<file path="src/rtl/bram_arb_2p.sv">
// Round-robin arbiter sharing one single-port BRAM between two req/gnt/rvalid ports.
// Define BRAM_ARB_RMW_EN to turn partial byte-enable writes into read-modify-write.
module bram_arb_2p #(
  parameter int DATA_WIDTH = 32,
  parameter int ADDR_WIDTH = 14
) (
  input  logic                    clk_i,
  input  logic                    rst_i,
  input  logic                    p0_req_i,
  output logic                    p0_gnt_o,
  input  logic [ADDR_WIDTH-1:0]   p0_addr_i,
  input  logic                    p0_we_i,
  input  logic [DATA_WIDTH/8-1:0] p0_be_i,
  input  logic [DATA_WIDTH-1:0]   p0_wdata_i,
  output logic                    p0_rvalid_o,
  output logic [DATA_WIDTH-1:0]   p0_rdata_o,
  input  logic                    p1_req_i,
  output logic                    p1_gnt_o,
  input  logic [ADDR_WIDTH-1:0]   p1_addr_i,
  input  logic                    p1_we_i,
  input  logic [DATA_WIDTH/8-1:0] p1_be_i,
  input  logic [DATA_WIDTH-1:0]   p1_wdata_i,
  output logic                    p1_rvalid_o,
  output logic [DATA_WIDTH-1:0]   p1_rdata_o,
  output logic                    bram_en_o,
  output logic                    bram_we_o,
  output logic [ADDR_WIDTH-1:0]   bram_addr_o,
  output logic [DATA_WIDTH-1:0]   bram_wdata_o,
  input  logic [DATA_WIDTH-1:0]   bram_rdata_i
);

  localparam int NUM_BE = DATA_WIDTH / 8;

  // Handshake: a master holds req and payload until gnt is seen high in the same
  // cycle; payload is taken only then. Exactly one rvalid follows per grant, in order.
  logic                  any_req;
  logic                  sel;
  logic [ADDR_WIDTH-1:0] req_addr;
  logic                  req_we;
  logic [NUM_BE-1:0]     req_be;
  logic [DATA_WIDTH-1:0] req_wdata;

  logic grant;
  logic rsp_set;
  logic rsp_set_port;
  logic rsp_set_read;
  logic prio;
  logic rvalid0;
  logic rvalid1;
  logic rsp_read;

  // With both ports requesting, prio picks the winner; otherwise the lone requester wins.
  assign any_req   = p0_req_i | p1_req_i;
  assign sel       = (p0_req_i & p1_req_i) ? prio : p1_req_i;
  assign req_addr  = sel ? p1_addr_i  : p0_addr_i;
  assign req_we    = sel ? p1_we_i    : p0_we_i;
  assign req_be    = sel ? p1_be_i    : p0_be_i;
  assign req_wdata = sel ? p1_wdata_i : p0_wdata_i;

`ifdef BRAM_ARB_RMW_EN
  typedef enum logic {IDLE, RMW_WR} state_t;

  state_t                state;
  state_t                state_nxt;
  logic                  partial;
  logic                  lat_port;
  logic [ADDR_WIDTH-1:0] lat_addr;
  logic [NUM_BE-1:0]     lat_be;
  logic [DATA_WIDTH-1:0] lat_wdata;
  logic [DATA_WIDTH-1:0] merged;

  assign partial = req_we & (|req_be) & ~(&req_be);

  always_ff @(posedge clk_i) begin
    if (rst_i) state <= IDLE;
    else       state <= state_nxt;
  end

  always_ff @(posedge clk_i) begin
    if (grant && partial) begin
      lat_port  <= sel;
      lat_addr  <= req_addr;
      lat_be    <= req_be;
      lat_wdata <= req_wdata;
    end
  end

  always_comb begin
    merged = bram_rdata_i;
    for (int b = 0; b < NUM_BE; b++) begin
      if (lat_be[b]) merged[8*b +: 8] = lat_wdata[8*b +: 8];
    end
  end

  always_comb begin
    state_nxt    = state;
    grant        = 1'b0;
    rsp_set      = 1'b0;
    rsp_set_port = sel;
    rsp_set_read = ~req_we;
    bram_en_o    = 1'b0;
    bram_we_o    = 1'b0;
    bram_addr_o  = req_addr;
    bram_wdata_o = req_wdata;
    case (state)
      IDLE: begin
        if (any_req && !rst_i) begin
          grant     = 1'b1;
          rsp_set   = ~partial;
          bram_en_o = ~req_we | (|req_be);
          bram_we_o = req_we & (&req_be);
          if (partial) state_nxt = RMW_WR;
        end
      end
      RMW_WR: begin
        // Old word from the read issued at grant time is on bram_rdata_i now.
        bram_en_o    = ~rst_i;
        bram_we_o    = ~rst_i;
        bram_addr_o  = lat_addr;
        bram_wdata_o = merged;
        rsp_set      = 1'b1;
        rsp_set_port = lat_port;
        rsp_set_read = 1'b0;
        state_nxt    = IDLE;
      end
      default: state_nxt = IDLE;
    endcase
  end
`else
  logic unused_be;
  assign unused_be = ^{p0_be_i, p1_be_i};

  always_comb begin
    grant        = any_req & ~rst_i;
    rsp_set      = grant;
    rsp_set_port = sel;
    rsp_set_read = ~req_we;
    bram_en_o    = grant;
    bram_we_o    = grant & req_we;
    bram_addr_o  = req_addr;
    bram_wdata_o = req_wdata;
  end
`endif

  always_ff @(posedge clk_i) begin
    if (rst_i) begin
      prio     <= 1'b0;
      rvalid0  <= 1'b0;
      rvalid1  <= 1'b0;
      rsp_read <= 1'b0;
    end else begin
      if (grant) prio <= ~sel;
      rvalid0  <= rsp_set & ~rsp_set_port;
      rvalid1  <= rsp_set & rsp_set_port;
      rsp_read <= rsp_set & rsp_set_read;
    end
  end

  assign p0_gnt_o    = grant & ~sel;
  assign p1_gnt_o    = grant & sel;
  assign p0_rvalid_o = rvalid0;
  assign p1_rvalid_o = rvalid1;
  assign p0_rdata_o  = (rvalid0 && rsp_read) ? bram_rdata_i : '0;
  assign p1_rdata_o  = (rvalid1 && rsp_read) ? bram_rdata_i : '0;

endmodule

</file>
<file path="config.mk">
export PLATFORM = sky130hd
export DESIGN_NAME = bram_arb_2p
export DESIGN_NICKNAME = d
export VERILOG_FILES = /design/src/rtl/bram_arb_2p.sv
export SDC_FILE = /design/constraint.sdc
export NUM_CORES = 1
export LEC_CHECK = 0
export CORE_AREA = 2 2 100 102
export CTS_CLUSTER_DIAMETER = 150
export CTS_CLUSTER_SIZE = 30
export DETAILED_ROUTE_END_ITERATION = 7
export DIE_AREA = 0 0 102 104
export GPL_ROUTABILITY_DRIVEN = 0
export PLACE_DENSITY = 0.6
export SLEW_MARGIN = 20
export SYNTH_ARGS = -nofsm -noshare
export SYNTH_HDL_FRONTEND = slang
export SYNTH_SLANG_ARGS = --single-unit
</file>
<file path="constraint.sdc">
create_clock -name clk_i -period 3.9 [get_ports clk_i]
set_clock_uncertainty 0.05 [all_clocks]
set_input_delay 0.39 -clock clk_i [delete_from_list [all_inputs] [get_ports clk_i]]
set_output_delay 0.39 -clock clk_i [all_outputs]
set_load 0.05 [all_outputs]
</file>
# Word-level counts from Yosys, hierarchy flattened
# Cells that the tools add are included.
# word_totals
reg_bits	4
input_bits	138
word_cells	22
# classes
mux	6
bitwise_logic	10
reduce_logical	2
# ops
cell	count
32-bit 2-to-1 mux	3
14-bit 2-to-1 mux	1
1-bit bitwise AND	6
1-bit inverter	3
1-bit logical AND	2
1-bit 2-to-1 mux	2
1-bit bitwise OR	1

# Logic depth before layout (Yosys ltp)
# Gate-level depths: netlist of run 1.
# depth
depth_word	5
depth_mapped	5
mapped_depth_nobuf	3

# Worst setup path before layout of run 1
# No wires, ideal clock.
# synth_timing
kind	input to output
start	input port p0_req_i
end	output port p1_gnt_o
arrival_ns	1.439
t_required_ns	3.460
path_slack_ns	2.021
stages	5
n_path_buf	2
path_cell_list	nand2b_4 nand2_4 buf_6 buf_6 nor2_1
# synth_via
elab_chain_cells	3
# synth_rtl
element	line_no	text
start: declaration	9	input logic p0_req_i,
1-bit bitwise OR or 1-bit bitwise AND (tied branches)	53, 54	
1-bit bitwise AND or 1-bit 2-to-1 mux (tied branches)	134, 54	
1-bit bitwise AND *	160	assign p1_gnt_o = grant & sel;
end: declaration	18	output logic p1_gnt_o,
# Every way passes the cells marked *; elsewhere a longest branch is shown, timed or not.

# Worst setup path in the final report of run 1
# layout_timing
start	input port p0_req_i
end	output port bram_wdata_o[6]
# layout_via
elab_chain_cells	3
# layout_rtl
element	line_no	text
1-bit bitwise AND	54	assign sel = (p0_req_i & p1_req_i) ? prio : p1_req_i;
1-bit 2-to-1 mux	54	
32-bit 2-to-1 mux	58	assign req_wdata = sel ? p1_wdata_i : p0_wdata_i;
end: declaration	28	output logic [DATA_WIDTH-1:0] bram_wdata_o,
# Every way passes these cells.

==> results of run 1 <==
stage by stage:
step	hold WS [ns]	area, um^2
after floorplan	0.456	1220
after global placement	0.500	3750
after detailed placement	0.495	3750
after CTS	0.505	3790
after global routing	0.549	3790
final	0.505	3790
registers in the layout (all words and copies together) (netlist names):
signal	flops
prio	1
rsp_read	1
p1_rvalid_o	1
p0_rvalid_o	1
worst paths after layout:
kind	slack (ns)	endpoint
worst max-delay path	0.76	bram_wdata_o[6]
worst min-delay path	0.51	prio
worst max register to register	2.54	rsp_read
worst min register to register	0.51	prio
final cells by class:
cell class,instances,area [um^2],area share [%]
Clock buffer,3,41.3,1.09
Sequential cell,4,80.1,2.11
Tap cell,133,166,4.39
Multi-Input combinational cell,127,1040,27.5
Timing Repair Buffer,246,2460,64.9
per-layer routing:
| metal | part of all wire (%) | GRT usage, % |
|---|---|---|
| met4 | 1.4 | 3.33 |
| met1 | 34 | 12.4 |
| met5 | 0.24 | 0 |
| met2 | 48 | 22.0 |
| met3 | 16 | 6.85 |
kinds of logic after synthesis:
group / after synthesis / share of synthesized area (%)
flops: 4 / 6.56
compound gates: 3 / 1.54
buf+inv: 19 / 8.00
mux: 46 / 44.6
simple gates: 78 / 39.3
report_power, final:
part	switching [mW]	internal (mW)	total (mW)
logic	0.272	0.250	0.522
registers	0.00887	0.0439	0.0527
clock network	0.0199	0.0657	0.0855
layout by cell type, fill, tap and decap left out, drive strengths merged:
cell / instances
a21oi: 2
and3: 64
buf: 1
clkbuf: 3
clkdlybuf4s50: 245
dfxtp: 4
mux2: 46
nand2: 3
nand2b: 1
nand3: 2
nor2: 6
o32ai: 1
or2: 1
or2b: 1
worst min-delay path, stage by stage, from the launching register on:
cell	delay, ns
dfxtp_1	0.30
or2b_1	0.15
a21oi_1	0.05
==> flow_summary.yaml, run 1 <==
run_status:
  status: "finished, final reports clean"
drt:
  first_iter_violations: 62
  wire_per_inst_um: 14.0
  first_pass_iters: 4
  vias: 2091
  final_antenna_net_count: 0
  finalWirelength_mm: 7.20
  routed_via_density: 4.08
  drcViolationCount: 0
global_routing:
  first_global_vias: 2018
  grt_max_degree: 65
  grt_pass1_wl_mm: 10.4
  grt-ovfl-total: 0
  antenna_found_initial: 1
  grtUsageTotal_pct: 12.4
timing:
  max_freq_mhz: 319
  post-route-period-util_pct: 80.4
  maxSlewHeadroom_pct: 39.6
  drv_slew: 0
  fin_tns_setup_ns: 0
  rsz0062_at_grt: "false"
  finalSetupViolations: 0
  timing.final.ws_setup_ns: 0.764
  min_period_ns: 3.14
  worst_slew_pin_slew_ns: 0.904
  finalHoldViolCount: 0
worst_setup_path:
  reg2regPathDepth: 3
  r2r-start: "prio"
  critPathTopFamily: "buffers and inverters"
  cp_slowest_cell: "clkdlybuf4s50_1"
  start_kind: "input port"
  cp.required_ns: 3.46
  crit_buf_inv: 2
  critPathLaunch: "p0_req_i"
  cpPeakStageDelay_ns: 0.71
  worstSetupEndpointType: "output port"
  cp_max_fo: 49
  path_class: "input port to output port"
  cp_common_cell: "clkdlybuf4s50_1"
  critical_path_arrival_ns: 2.70
  crit_path_cell_trace: "clkdlybuf4s50_1 > nand2b_4 > nand2_4 > mux2_2 > clkdlybuf4s50_1"
  worst-path-stages: 5
synthesis:
  ys_types: 16
  yosysWarnings: 0
  syn_area_um2: 1220
  synth_seq_cells: 4
  synth-edff-count: 0
  synth_top_area_share_pct: 36.0
  synthTopCellsByArea: "mux2_2, and3_1, mux2_4"
  synth_top_cells_by_count: "and3_1, mux2_2, clkbuf_1"
  synth_nets: 288
  synth_top_area_cell: "mux2_2"
  post-synth-top-count-cell: "and3_1"
  synthArstFlopShare_pct: 0
  avgSynthCellArea_um2: 8.13
  ys_seq_area_share_pct: 6.56
  syn_inst: 150
  synth_ff_type: "dfxtp_1"
die:
  die_area_um2: 10600
  start_util_pct: 12.8
  die_w_um: 102
  die_h_um: 104
  core_area_um2: 9550
  fp-row-count: 36
  pin_count: 254
power_and_ir_drop:
  p_leak_nw: 1.63
  finalPower_uw: 660
  ir_drop_mv: 0.124
  power_density_nw_per_um2: 174
layout:
  antenna_cells: 0
  nets: 520
  area_growth_pct: 211
  fin_cells: 513
  drive_gt1_share_pct: 13.9
  fin_util_pct: 39.7
  fillers: 965
worst_hold_path:
  min_from: "prio"
  hold_path_depth: 2
  hp-class: "register to register"
clock_network:
  cts-hold-fix-buffers: 0
  htree_levels: 1
  cts_resized: 0
  cts-buffers-inserted: 3
  clk_path_buf_depth: 2
  clkTransAtPathRegs_ns: 0.03
  cts_tree: "built"
  root_buffer: "clkbuf_8"
  clk_latency_ns: 0.21
  cts.sinks: 4
  post_cts_buffers: 0
place:
  placed_cells: 510
  io_buffers: 245
  post-dp-hpwl_mm: 5.97
  place_ws_ns: 0.724
flow_run:
  maxCapViolCount: 0
(Power assumes the default switching activity.)
==> inputs of run 2 (changes only) <==
Settings changed: CORE_AREA 2 2 100 102 to 2 2 99 101, DIE_AREA 0 0 102 104 to 0 0 101 103, PLACE_DENSITY 0.6 to 0.63.
Clock period 3.9 ns to 2.7 ns, I/O delays scaled along.
==> run 2 against run 1 <==
- critical path depth is the same
- final area shrank 3.4%
- via count grew 0.62%
- register-to-register slack lost 0.91 ns
- non-clock buffer count grew 5
- core utilization shrank 0.98 points
- clock-buffer cell count is the same
- clock power grew 47%
- combinational power grew 51%
- sequential cell count is the same
- critical path type unchanged
- global-route usage shrank 1.1 points
- sequential share of layout area grew 0.074 points
==> flow_summary.yaml, run 2 (synthesized netlist as in run 1, its figures left out) <==
global_routing:
  antenna_found_initial: 0
  grt_max_degree: 65
  grtUsageTotal_pct: 11.3
  grt-ovfl-total: 0
  first_global_vias: 1905
  grt_pass1_wl_mm: 9.34
drt:
  routed_via_density: 4.22
  final_antenna_net_count: 0
  drcViolationCount: 0
  vias: 2104
  finalWirelength_mm: 6.91
  wire_per_inst_um: 13.9
  first_pass_iters: 4
  first_iter_violations: 20
worst_setup_path:
  crit_buf_inv: 2
  start_kind: "input port"
  critPathTopFamily: "buffers and inverters"
  critical_path_arrival_ns: 1.99
  path_class: "input port to output port"
  crit_path_cell_trace: "clkdlybuf4s50_1 > nand2_1 > nand2_1 > nor2_1 > clkdlybuf4s50_1"
  worstSetupEndpointType: "output port"
  cpPeakStageDelay_ns: 0.82
  cp.required_ns: 2.38
  cp_max_fo: 5
  cp_slowest_cell: "clkdlybuf4s50_1"
layout:
  final_cell_mix: "clkdlybuf4s50_1, buf_4, and3_1"
  multi_input_area_um2: 1040
  antenna_cells: 0
  drive_gt1_share_pct: 44.2
  seqCellArea_um2: 80.1
  nets: 525
  fin_cells: 499
  layout_commonest_cell: "clkdlybuf4s50_1"
  area_growth_pct: 200
  fillers: 950
flow_run:
  maxCapViolCount: 0
timing:
  fin_tns_setup_ns: 0
  post-route-period-util_pct: 85.6
  min_period_ns: 2.31
  whs_ns: 0.517
  maxSlewHeadroom_pct: 66.6
  rsz0062_at_grt: "false"
  drv_slew: 0
  finalHoldViolCount: 0
  worst_slew_pin_slew_ns: 0.500
  max_freq_mhz: 433
  finalSetupViolations: 0
clock_network:
  htree_levels: 1
  cts_tree: "built"
  post_cts_buffers: 0
  clk_path_buf_depth: 2
  clk_latency_ns: 0.22
  root_buffer: "clkbuf_8"
  cts_resized: 0
  cts-buffers-inserted: 3
  cts-hold-fix-buffers: 0
  cts.sinks: 4
  clkTransAtPathRegs_ns: 0.03
place:
  placed_cells: 496
  io_buffers: 245
  post-dp-hpwl_mm: 5.91
worst_hold_path:
  hp-class: "register to register"
die:
  fp-row-count: 36
  die_w_um: 101
  die_h_um: 103
  core_area_um2: 9460
  start_util_pct: 12.9
  die_area_um2: 10400
  pin_count: 254
run_status:
  status: "finished, final reports clean"
power_and_ir_drop:
  p_leak_nw: 1.87
  power_density_nw_per_um2: 267
  ir_drop_mv: 0.145
-- run 2: tightest hold or removal path: cells and delay by family, from the launching register on --
family,cells,cell delay [ns]
flops,1,0.31
simple gates,1,0.15
compound gates,1,0.05
-- run 2: power breakdown --
group / switching [mW] / internal [mW]
combinational: 0.415 / 0.370
sequential: 0.00147 / 0.0633
clock: 0.0305 / 0.0950
-- run 2: worst paths after layout --
check / slack (ns) / cells past startpoint / end / start
setup reg to reg: 1.63 / 3 / rsp_read / prio
hold reg to reg: 0.52 / 2 / prio / prio
hold / removal: 0.52 / 2 / prio / prio
setup / recovery: 0.39 / 5 / p0_gnt_o / p1_req_i
-- run 2: layer usage --
layer	up-vias	global-route usage, %	part of all wire [%]
met1	933	12.0	35
met5	-	0	0
met4	0	1.25	0
met3	0	5.29	14
met2	149	21.1	50
li1	1022	-	-
-- run 2: stage by stage --
stage	worst slack [ns]	power, mW	instance area [um^2]	util [%]
floorplan	0.943	0.492	1220	-
global placement	0.426	0.853	3620	38.3
detailed placement	0.411	0.857	3620	38.3
CTS	0.394	0.990	3660	38.7
global route	0.299	1.03	3660	38.7
finish	0.388	0.976	3660	38.7
-- run 2: layout make-up --
class | instances | share of cell area (%)
multi-input cells | 127 | 28.5
repair buffers | 251 | 64.3
flip-flops and latches | 4 | 2.19
well taps | 114 | 3.90
clock buffers | 3 | 1.13
